File: src/rtl/splitter_pkg.sv
// ---------------------------------------------------------------------------
// splitter_pkg
//   Shared definitions for the 1-to-2 beat splitter.
//   - emit_kind_e : what the splitter loads into its output registers in a
//                   given cycle. Arbiter-side test code uses the same values.
//   - timer_width : width of the lone-beat flush counter for a given timeout.
// ---------------------------------------------------------------------------
package splitter_pkg;

  typedef enum logic [1:0] {
    EMIT_NONE        = 2'd0,  // output registers hold or drain
    EMIT_SINGLE_IN   = 2'd1,  // incoming last beat goes straight to out1
    EMIT_PAIR        = 2'd2,  // slot beat to out1, incoming beat to out2
    EMIT_SINGLE_SLOT = 2'd3   // slot beat alone to out1
  } emit_kind_e;

  // ceil(log2(timeout)), never below one bit so the counter always exists.
  function automatic int unsigned timer_width(input int unsigned timeout);
    int unsigned w;
    w = $clog2(timeout);
    return (w < 1) ? 1 : w;
  endfunction

endpackage : splitter_pkg

File: src/rtl/flush_timer.sv
// ---------------------------------------------------------------------------
// flush_timer
//   Saturating idle counter for a lone (unpaired, non-last) beat in the
//   splitter's holding slot. `expired` is high once the counter has reached
//   FLUSH_TIMEOUT-1 and stays high until `clear`.
//
// Ports
//   clock    in   rising-edge clock
//   reset    in   asynchronous active-high reset
//   clear    in   return the count to zero (wins over count_en)
//   count_en in   advance the count by one (saturates at FLUSH_TIMEOUT-1)
//   expired  out  count == FLUSH_TIMEOUT-1
// ---------------------------------------------------------------------------
module flush_timer
  import splitter_pkg::*;
#(
  parameter int unsigned FLUSH_TIMEOUT = 16
) (
  input  logic clock,
  input  logic reset,
  input  logic clear,
  input  logic count_en,
  output logic expired
);

  localparam int unsigned CW = timer_width(FLUSH_TIMEOUT);
  localparam logic [CW-1:0] LIMIT = CW'(FLUSH_TIMEOUT - 1);

  logic [CW-1:0] count_q;
  logic [CW-1:0] count_d;

  always_comb begin
    count_d = count_q;
    if (clear) begin
      count_d = '0;
    end else if (count_en && (count_q != LIMIT)) begin
      count_d = count_q + CW'(1);
    end
  end

  always_ff @(posedge clock or posedge reset) begin
    if (reset) begin
      count_q <= '0;
    end else begin
      count_q <= count_d;
    end
  end

  assign expired = (count_q == LIMIT);

endmodule : flush_timer

File: src/rtl/splitter_1_to_2.sv
// ---------------------------------------------------------------------------
// splitter_1_to_2
//   Packs a stream of beats into pairs. The first beat of a pair waits in a
//   one-entry holding slot; when its partner arrives both are presented
//   together on out1/out2. A beat marked in_last that starts a group is sent
//   alone on out1 (out2_valid = 0). out1 always carries the earlier beat.
//
//   Optional feature (macro SPLITTER_1_TO_2_FLUSH_TIMEOUT_EN): a lone non-last
//   beat that sits in the slot for FLUSH_TIMEOUT-1 idle cycles is flushed out
//   as a single. Without the macro the beat waits for its partner or reset.
//
// Parameters
//   DATA_WIDTH     width of every data port
//   FLUSH_TIMEOUT  idle cycles before a lone beat is flushed (2..255)
//
// Ports
//   clock       in   rising-edge clock
//   reset       in   asynchronous active-high reset
//   in_data     in   input beat
//   in_valid    in   in_data valid
//   in_last     in   beat closes its group (qualified by in_valid)
//   in_ready    out  beat accepted when in_valid && in_ready
//   out1_data   out  first beat of the pair (registered, 0 when invalid)
//   out1_valid  out  out1 lane valid (registered)
//   out2_data   out  second beat of the pair (registered, 0 when invalid)
//   out2_valid  out  out2 lane valid (registered, implies out1_valid)
//   out_ready   in   shared: output transfers when out1_valid && out_ready
// ---------------------------------------------------------------------------
module splitter_1_to_2
  import splitter_pkg::*;
#(
  parameter int unsigned DATA_WIDTH    = 8,
  parameter int unsigned FLUSH_TIMEOUT = 16
) (
  input  logic                  clock,
  input  logic                  reset,
  input  logic [DATA_WIDTH-1:0] in_data,
  input  logic                  in_valid,
  input  logic                  in_last,
  output logic                  in_ready,
  output logic [DATA_WIDTH-1:0] out1_data,
  output logic                  out1_valid,
  output logic [DATA_WIDTH-1:0] out2_data,
  output logic                  out2_valid,
  input  logic                  out_ready
);

  // Out-of-range timeouts are rejected at elaboration.
  if ((FLUSH_TIMEOUT < 2) || (FLUSH_TIMEOUT > 255)) begin : g_bad_flush_timeout
    $error("splitter_1_to_2: FLUSH_TIMEOUT must lie in 2..255");
  end

  // Holding slot
  logic [DATA_WIDTH-1:0] slot_data_q;
  logic [DATA_WIDTH-1:0] slot_data_d;
  logic                  slot_valid_q;
  logic                  slot_valid_d;
  logic                  slot_last_q;
  logic                  slot_last_d;

  // Output registers
  logic [DATA_WIDTH-1:0] out1_data_q;
  logic [DATA_WIDTH-1:0] out1_data_d;
  logic [DATA_WIDTH-1:0] out2_data_q;
  logic [DATA_WIDTH-1:0] out2_data_d;
  logic                  out1_valid_q;
  logic                  out1_valid_d;
  logic                  out2_valid_q;
  logic                  out2_valid_d;

  logic       output_free;
  logic       in_fire;
  logic       flush_expired;
  emit_kind_e emit_kind;

  // The output registers can take new content when empty or when their
  // current content leaves this cycle.
  assign output_free = !out1_valid_q || out_ready;
  // A beat can always be taken into an empty slot; a full slot only frees
  // up when its content can move to the output this cycle.
  assign in_ready    = !slot_valid_q || output_free;
  assign in_fire     = in_valid && in_ready;

  // -------------------------------------------------------------------------
  // Lone-beat flush timer
  // -------------------------------------------------------------------------
`ifdef SPLITTER_1_TO_2_FLUSH_TIMEOUT_EN
  logic timer_count_en;
  logic timer_clear;

  // Count only while a pair head waits with no partner arriving. Every other
  // cycle clears, so a freshly loaded slot always starts from zero.
  assign timer_count_en = slot_valid_q && !slot_last_q && !in_fire;
  assign timer_clear    = !timer_count_en;

  flush_timer #(
    .FLUSH_TIMEOUT (FLUSH_TIMEOUT)
  ) u_flush_timer (
    .clock    (clock),
    .reset    (reset),
    .clear    (timer_clear),
    .count_en (timer_count_en),
    .expired  (flush_expired)
  );
`else
  assign flush_expired = 1'b0;
`endif

  // -------------------------------------------------------------------------
  // Slot control and emit decision
  // -------------------------------------------------------------------------
  always_comb begin
    emit_kind    = EMIT_NONE;
    slot_data_d  = slot_data_q;
    slot_valid_d = slot_valid_q;
    slot_last_d  = slot_last_q;

    if (!slot_valid_q) begin
      // Empty slot: a last beat bypasses the slot only if the output can
      // take it now; anything else becomes the new slot content.
      if (in_fire) begin
        if (in_last && output_free) begin
          emit_kind = EMIT_SINGLE_IN;
        end else begin
          slot_data_d  = in_data;
          slot_valid_d = 1'b1;
          slot_last_d  = in_last;
        end
      end
    end else if (!slot_last_q) begin
      // Pair head waiting. in_fire implies output_free here. A partner
      // beat takes precedence over a flush in the same cycle.
      if (in_fire) begin
        emit_kind    = EMIT_PAIR;
        slot_data_d  = '0;
        slot_valid_d = 1'b0;
        slot_last_d  = 1'b0;
      end else if (flush_expired && output_free) begin
        emit_kind    = EMIT_SINGLE_SLOT;
        slot_data_d  = '0;
        slot_valid_d = 1'b0;
        slot_last_d  = 1'b0;
      end
    end else begin
      // Slot holds a complete single. A beat arriving in the same cycle
      // refills the slot rather than going out directly, which keeps the
      // output ordering trivially correct.
      if (output_free) begin
        emit_kind    = EMIT_SINGLE_SLOT;
        slot_data_d  = '0;
        slot_valid_d = 1'b0;
        slot_last_d  = 1'b0;
        if (in_fire) begin
          slot_data_d  = in_data;
          slot_valid_d = 1'b1;
          slot_last_d  = in_last;
        end
      end
    end
  end

  // -------------------------------------------------------------------------
  // Output register load
  // -------------------------------------------------------------------------
  always_comb begin
    out1_data_d  = out1_data_q;
    out2_data_d  = out2_data_q;
    out1_valid_d = out1_valid_q;
    out2_valid_d = out2_valid_q;

    unique case (emit_kind)
      EMIT_SINGLE_IN: begin
        out1_data_d  = in_data;
        out1_valid_d = 1'b1;
        out2_data_d  = '0;
        out2_valid_d = 1'b0;
      end
      EMIT_PAIR: begin
        out1_data_d  = slot_data_q;
        out1_valid_d = 1'b1;
        out2_data_d  = in_data;
        out2_valid_d = 1'b1;
      end
      EMIT_SINGLE_SLOT: begin
        out1_data_d  = slot_data_q;
        out1_valid_d = 1'b1;
        out2_data_d  = '0;
        out2_valid_d = 1'b0;
      end
      default: begin
        // Nothing new: drain to zero once the current content has left,
        // otherwise hold it stable for the consumer.
        if (output_free) begin
          out1_data_d  = '0;
          out1_valid_d = 1'b0;
          out2_data_d  = '0;
          out2_valid_d = 1'b0;
        end
      end
    endcase
  end

  // -------------------------------------------------------------------------
  // State registers
  // -------------------------------------------------------------------------
  always_ff @(posedge clock or posedge reset) begin
    if (reset) begin
      slot_data_q  <= '0;
      slot_valid_q <= 1'b0;
      slot_last_q  <= 1'b0;
      out1_data_q  <= '0;
      out2_data_q  <= '0;
      out1_valid_q <= 1'b0;
      out2_valid_q <= 1'b0;
    end else begin
      slot_data_q  <= slot_data_d;
      slot_valid_q <= slot_valid_d;
      slot_last_q  <= slot_last_d;
      out1_data_q  <= out1_data_d;
      out2_data_q  <= out2_data_d;
      out1_valid_q <= out1_valid_d;
      out2_valid_q <= out2_valid_d;
    end
  end

  assign out1_data  = out1_data_q;
  assign out2_data  = out2_data_q;
  assign out1_valid = out1_valid_q;
  assign out2_valid = out2_valid_q;

endmodule : splitter_1_to_2
File: config.mk
export PLATFORM = sky130hd
export DESIGN_NAME = splitter_1_to_2
export DESIGN_NICKNAME = d
export VERILOG_FILES = /design/src/rtl/splitter_pkg.sv /design/src/rtl/flush_timer.sv /design/src/rtl/splitter_1_to_2.sv
export SDC_FILE = /design/constraint.sdc
export NUM_CORES = 1
export LEC_CHECK = 0
export ABC_AREA = 1
export CAP_MARGIN = 15
export CORE_AREA = 10 10 63 65
export CTS_CLUSTER_DIAMETER = 120
export CTS_CLUSTER_SIZE = 25
export DETAILED_ROUTE_END_ITERATION = 12
export DIE_AREA = 0 0 73 75
export PLACE_DENSITY = 0.87
export SYNTH_ARGS = -nofsm -noshare
export SYNTH_HDL_FRONTEND = slang
export SYNTH_SLANG_ARGS = --single-unit
File: constraint.sdc
create_clock -name clock -period 1.58 [get_ports clock]
set_clock_uncertainty 0.05 [all_clocks]
set_input_delay 0.237 -clock clock [delete_from_list [all_inputs] [get_ports clock]]
set_output_delay 0.237 -clock clock [all_outputs]
set_load 0.02 [all_outputs]
---- After elaboration in Yosys (flattened, before gate mapping) ----
Index checks and enable logic that the tools add are counted.
cells by class
  muxes and demuxes ....................... 32
  equal/unequal tests ..................... 5
  reduce and logical (&&, ||, !) cells .... 16
operators with widths
  cell                                                                     count
  8-bit 2-to-1 mux                                                         8
  8-bit one-hot mux with 2 select lines                                    2
  1-bit 2-to-1 mux                                                         17
  2-bit 2-to-1 mux                                                         4
  2-bit nonzero test                                                       3
  3-bit nonzero test                                                       2
  2-bit equality test, second input constant                               2
  4-bit AND reduction                                                      1
  2-bit OR reduction                                                       2
  3-bit by 2-bit inequality test with 1-bit output, second input constant  1
  3-bit OR reduction                                                       1
  2-bit by 1-bit equality test with 1-bit output, second input constant    1
  1-bit logical AND                                                        2
  1-bit logical NOT                                                        2
  1-bit logical OR                                                         2
  2-bit inequality test, second input constant                             1
  1-bit one-hot mux with 2 select lines                                    1
  2-bit AND reduction                                                      1
storage, ports and cells
  register bits ........................... 28
  output and inout port bits .............. 19
  logic and storage cells ................. 60

---- Depth between registers and ports, before layout ----
  word-level depth ........................ 10
  mapped depth ............................ 7
  gate-level depth less buffers ........... 7

---- Worst setup path before layout ----
Ideal clock, no wire load.
  path kind ............................... flip-flop to flip-flop
  start ................................... register out1_valid_q (netlist: out1_valid)
  end ..................................... register out2_data_q[0] (netlist: out2_data[0])
  setup time .............................. 75 ps
  data arrival time ....................... 1181 ps
  path slack .............................. 274 ps
  data required time ...................... 1455 ps
  stages on the path, launching flop included .. 6
  cells stage by stage .................... dfrtp_1 -> nand2_2 -> inv_2 -> clkbuf_1 -> nand2_1 -> o21ai_2
between the ends
  cells in the longest elaborated chain, start to end .. 10
ends and longest elaborated chain
  what                                                                                   line                    RTL
  start, declared                                                                        splitter_1_to_2.sv:66   logic out1_valid_q;
  start signal, assigned                                                                 splitter_1_to_2.sv:221  out1_valid_q <= out1_valid_d;
  1-bit logical NOT *                                                                    splitter_1_to_2.sv:78   assign output_free = !out1_valid_q || out_ready;
  1-bit logical OR *                                                                     splitter_1_to_2.sv:78
  1-bit logical OR                                                                       splitter_1_to_2.sv:81   assign in_ready = !slot_valid_q || output_free;
  1-bit logical AND                                                                      splitter_1_to_2.sv:82   assign in_fire = in_valid && in_ready;
  2-bit 2-to-1 mux                                                                       splitter_1_to_2.sv:133  if (in_fire) begin
  2-bit 2-to-1 mux                                                                       splitter_1_to_2.sv:130  end else if (!slot_last_q) begin
  2-bit 2-to-1 mux                                                                       splitter_1_to_2.sv:118  if (!slot_valid_q) begin
  2-bit equality test or 2-bit by 1-bit equality test with 1-bit output (tied branches)  splitter_1_to_2.sv:171  unique case (emit_kind)
  2-bit OR reduction (no source line)                                                    n/a
  8-bit one-hot mux with 2 select lines or 3-bit nonzero test (tied branches)            n/a
  end signal, assigned                                                                   splitter_1_to_2.sv:220  out2_data_q <= out2_data_d;
  end, declared                                                                          splitter_1_to_2.sv:64   logic [DATA_WIDTH-1:0] out2_data_q;
Every way passes the cells marked *; elsewhere a longest branch is shown, timed or not.
A chain may end at the register's enable or synchronous reset.

---- Worst setup path after layout ----
  start ................................... register out1_valid_q (netlist: out1_valid)
  end ..................................... output port in_ready
between the ends
  cells in the longest elaborated chain, start to end .. 3
ends and longest elaborated chain
  what               line                   RTL
  1-bit logical NOT  splitter_1_to_2.sv:78
  1-bit logical OR   splitter_1_to_2.sv:78
  1-bit logical OR   splitter_1_to_2.sv:81
  end, declared      splitter_1_to_2.sv:40  output logic in_ready,
Every way passes these cells.

==> impl_metrics.py <==
metrics = {
    "place": {
        "dp_hpwl_mm": 2.548,
        "io_buffers": 31,
        "gp_congestion": 0.7973,
        "placed_area_sq_um": 1707,
    },
    "sta": {
        "finalSetupViolations": 0,
        "fin_crit_ns": 1.528,
        "rsz0062_at_grt": "no",
        "worst_pin_slew_ns": 0.3549,
        "finalMaxSlewViolations": 0,
        "finalCritPeriodShare_pct": 96.68,
        "clock.fmax_mhz": 654.6,
        "fin_tns_setup_ns": 0,
        "max-slew-margin-rel_pct": 76.34,
        "hold_viol": 0,
    },
    "clock_network": {
        "cts_hold_buf": 0,
        "cts_max_level": 1,
        "cts_root_buffer": "clkbuf_4",
        "clock_path_buffers": 2,
        "clk_latency_ns": 0.32,
        "clock-sinks": 28,
        "cts_tree": "done",
        "cts_buffers": 3,
        "clk_pin_slew_ns": 0.15,
    },
    "grt": {
        "track_usage_pct": 12.65,
        "grt_start_max_net_pins": 29,
        "grt_pass1_wl_mm": 5.602,
        "grt_overflow": 0,
        "antenna_found_initial": 0,
        "grt_pass1_vias": 1235,
    },
    "routing": {
        "via_per_inst": 5.284,
        "drcViolationCount": 0,
        "vias": 1173,
        "firstDrtPassIters": 4,
        "wl_mm": 3.297,
        "wl_per_cell_microns": 14.85,
        "ant_nets": 0,
        "drt_iter0_drc": 59,
    },
    "critical_path": {
        "crit_slowest_cell": "dfrtp_1",
        "cp.required_ns": 1.29,
        "critPathMaxFanout": 3,
        "reg2reg_slack_ns": 0.13,
        "cp_top_family": "flip-flops",
        "reg2regPathDepth": 7,
        "crit_type": "flip-flop to primary output",
        "arrival_ns": 1.24,
        "cp.depth": 2,
        "worstSetupEndpointType": "primary output",
        "cp-start-kind": "flip-flop",
        "path_cells": "nand3_1 > dlygate4sd2_1",
        "worst-path-buf-inv": 1,
        "cpPeakStageDelay_ns": 0.43,
    },
    "power_and_ir_drop": {
        "irDropWorstVdd_mv": 1.154,
        "power.density_nw_per_um2": 1776,
        "p_leak_nw": 0.9311,
    },
    "flow_run": {
        "cap_violations": 0,
    },
    "logic_synthesis": {
        "synth_area_leaders": "dfrtp_1, nand2_1, o21ai_2, a21oi_1, nand3_1",
        "syn-cell-area_sq_um": 1291,
        "yosys.area.top_type": "dfrtp_1",
        "avgSynthCellArea_sq_um": 8.725,
        "synth_nets": 161,
        "yosys_register_bits": 28,
        "ys_warn_count": 0,
        "synth_top_area_share_pct": 54.26,
        "synth_cells": 148,
        "synth_cell_types": 19,
        "synth_seq_area_share_pct": 54.26,
    },
    "floorplanning": {
        "die_area_sq_um": 5475,
        "coreArea_sq_um": 2710,
        "die_w_microns": 73,
        "num_rows": 19,
        "io_pins": 32,
        "start_util_pct": 47.65,
        "die_y_microns": 75,
    },
    "cells_and_area": {
        "final_nets": 205,
        "layout_commonest_cell": "nand2_1",
        "area_growth_pct": 34.98,
        "diodes": 0,
        "drive_gt1_share_pct": 18.32,
        "final_area_sq_um": 1743,
        "final_cell_mix": "nand2_1, dfrtp_1, dlygate4sd2_1, clkdlybuf4s50_1",
    },
    "min_path": {
        "worstHoldPathType": "input pin to async pin",
    },
    "run_status": {
        "outcome": "finished, final reports clean",
    },
}
worst min-delay path: cells and delay by family:
kind | cells | cell delay (ns)
buffers and inverters | 3 | 0.77
final cells by class:
cell class	count	area, sq um
sequential	28	700.7
fill	203	967.2
clock inverter	1	30.03
inverter	13	48.80
clock buffer	3	22.52
multi-input combinational	104	533.0
timing repair buffer	42	369.1
tap	31	38.79
flip-flops by register name, summed over array words and instances (netlist names):
| signal | count |
|---|---|
| slot_valid_q | 1 |
| slot_data_q | 8 |
| out1_data | 8 |
| slot_last_q | 1 |
| out2_data | 8 |
| out2_valid | 1 |
| out1_valid | 1 |
Yosys cell counts (all sizes together):
master and count:
a21oi 11, nor2 5, nand3 13, nand2 56, inv 13, o21ai 17, buf 2, clkbuf 1
nand4 1, dfrtp 28, o22ai 1
layer usage:
layer  track usage (%)  wire length [microns]  part of all wire, %
met5                 0                      0                    0
met4             5.485                     97                  2.9
met3             2.628                    176                  5.3
met2             23.02                   1759                   53
met1             13.84                   1264                   38
per-stage QoR:
stage                     total power (W)  std cells  hold slack (ns)  worst slack, ns  utilization, %
final                            0.003096        222           0.2010          0.05245           64.31
after detailed placement         0.002765        218           0.4198          -0.1848           62.97
after floorplan                  0.002089        148           0.2524           0.2741               -
after global routing             0.003315        222           0.2111         0.006261           64.31
after CTS                        0.003102        222           0.2081          0.03658           64.04
after global placement           0.002694        218           0.4157          -0.1388           62.97
worst paths after layout:
check,endpoint,start
worst max register to register,slot_data_q[2]$_DFFE_PP0P_,slot_valid_q$_DFF_PP0_
max in group asynchronous,out2_data[7]$_DFFE_PP0P_,reset
worst max-delay path,in_ready,out1_valid$_DFFE_PP0P_
worst min register to register,out2_data[5]$_DFFE_PP0P_,out2_data[5]$_DFFE_PP0P_
worst min-delay path,out2_valid$_DFFE_PP0P_,reset
min in group clock,out1_data[4]$_DFFE_PP0P_,in_data[4]
cells by family (layout without fill, tap and decap cells):
family	after synthesis	after routing	share of synthesized area [%]
AO/OA/AOI/OAI	29	29	14.44
flip-flops	28	28	54.26
AND/OR/NAND/NOR	75	75	26.26
buffers and inverters	16	59	5.038
what timing repair did:
action                                  CTS  global route
gates resized for setup                  19             2
hold endpoints to repair                  0             0
setup buffers                             0             0
endpoints found under the setup margin   19             8
power breakdown:
group | switching (W) | internal [W] | total, W
Sequential | 0.000156 | 0.000992 | 0.00115
Clock | 0.000212 | 0.000256 | 0.000468
Combinational | 0.000942 | 0.000538 | 0.00148
Total | 0.00131 | 0.00179 | 0.00310
Power figures use the tool's default switching activity.
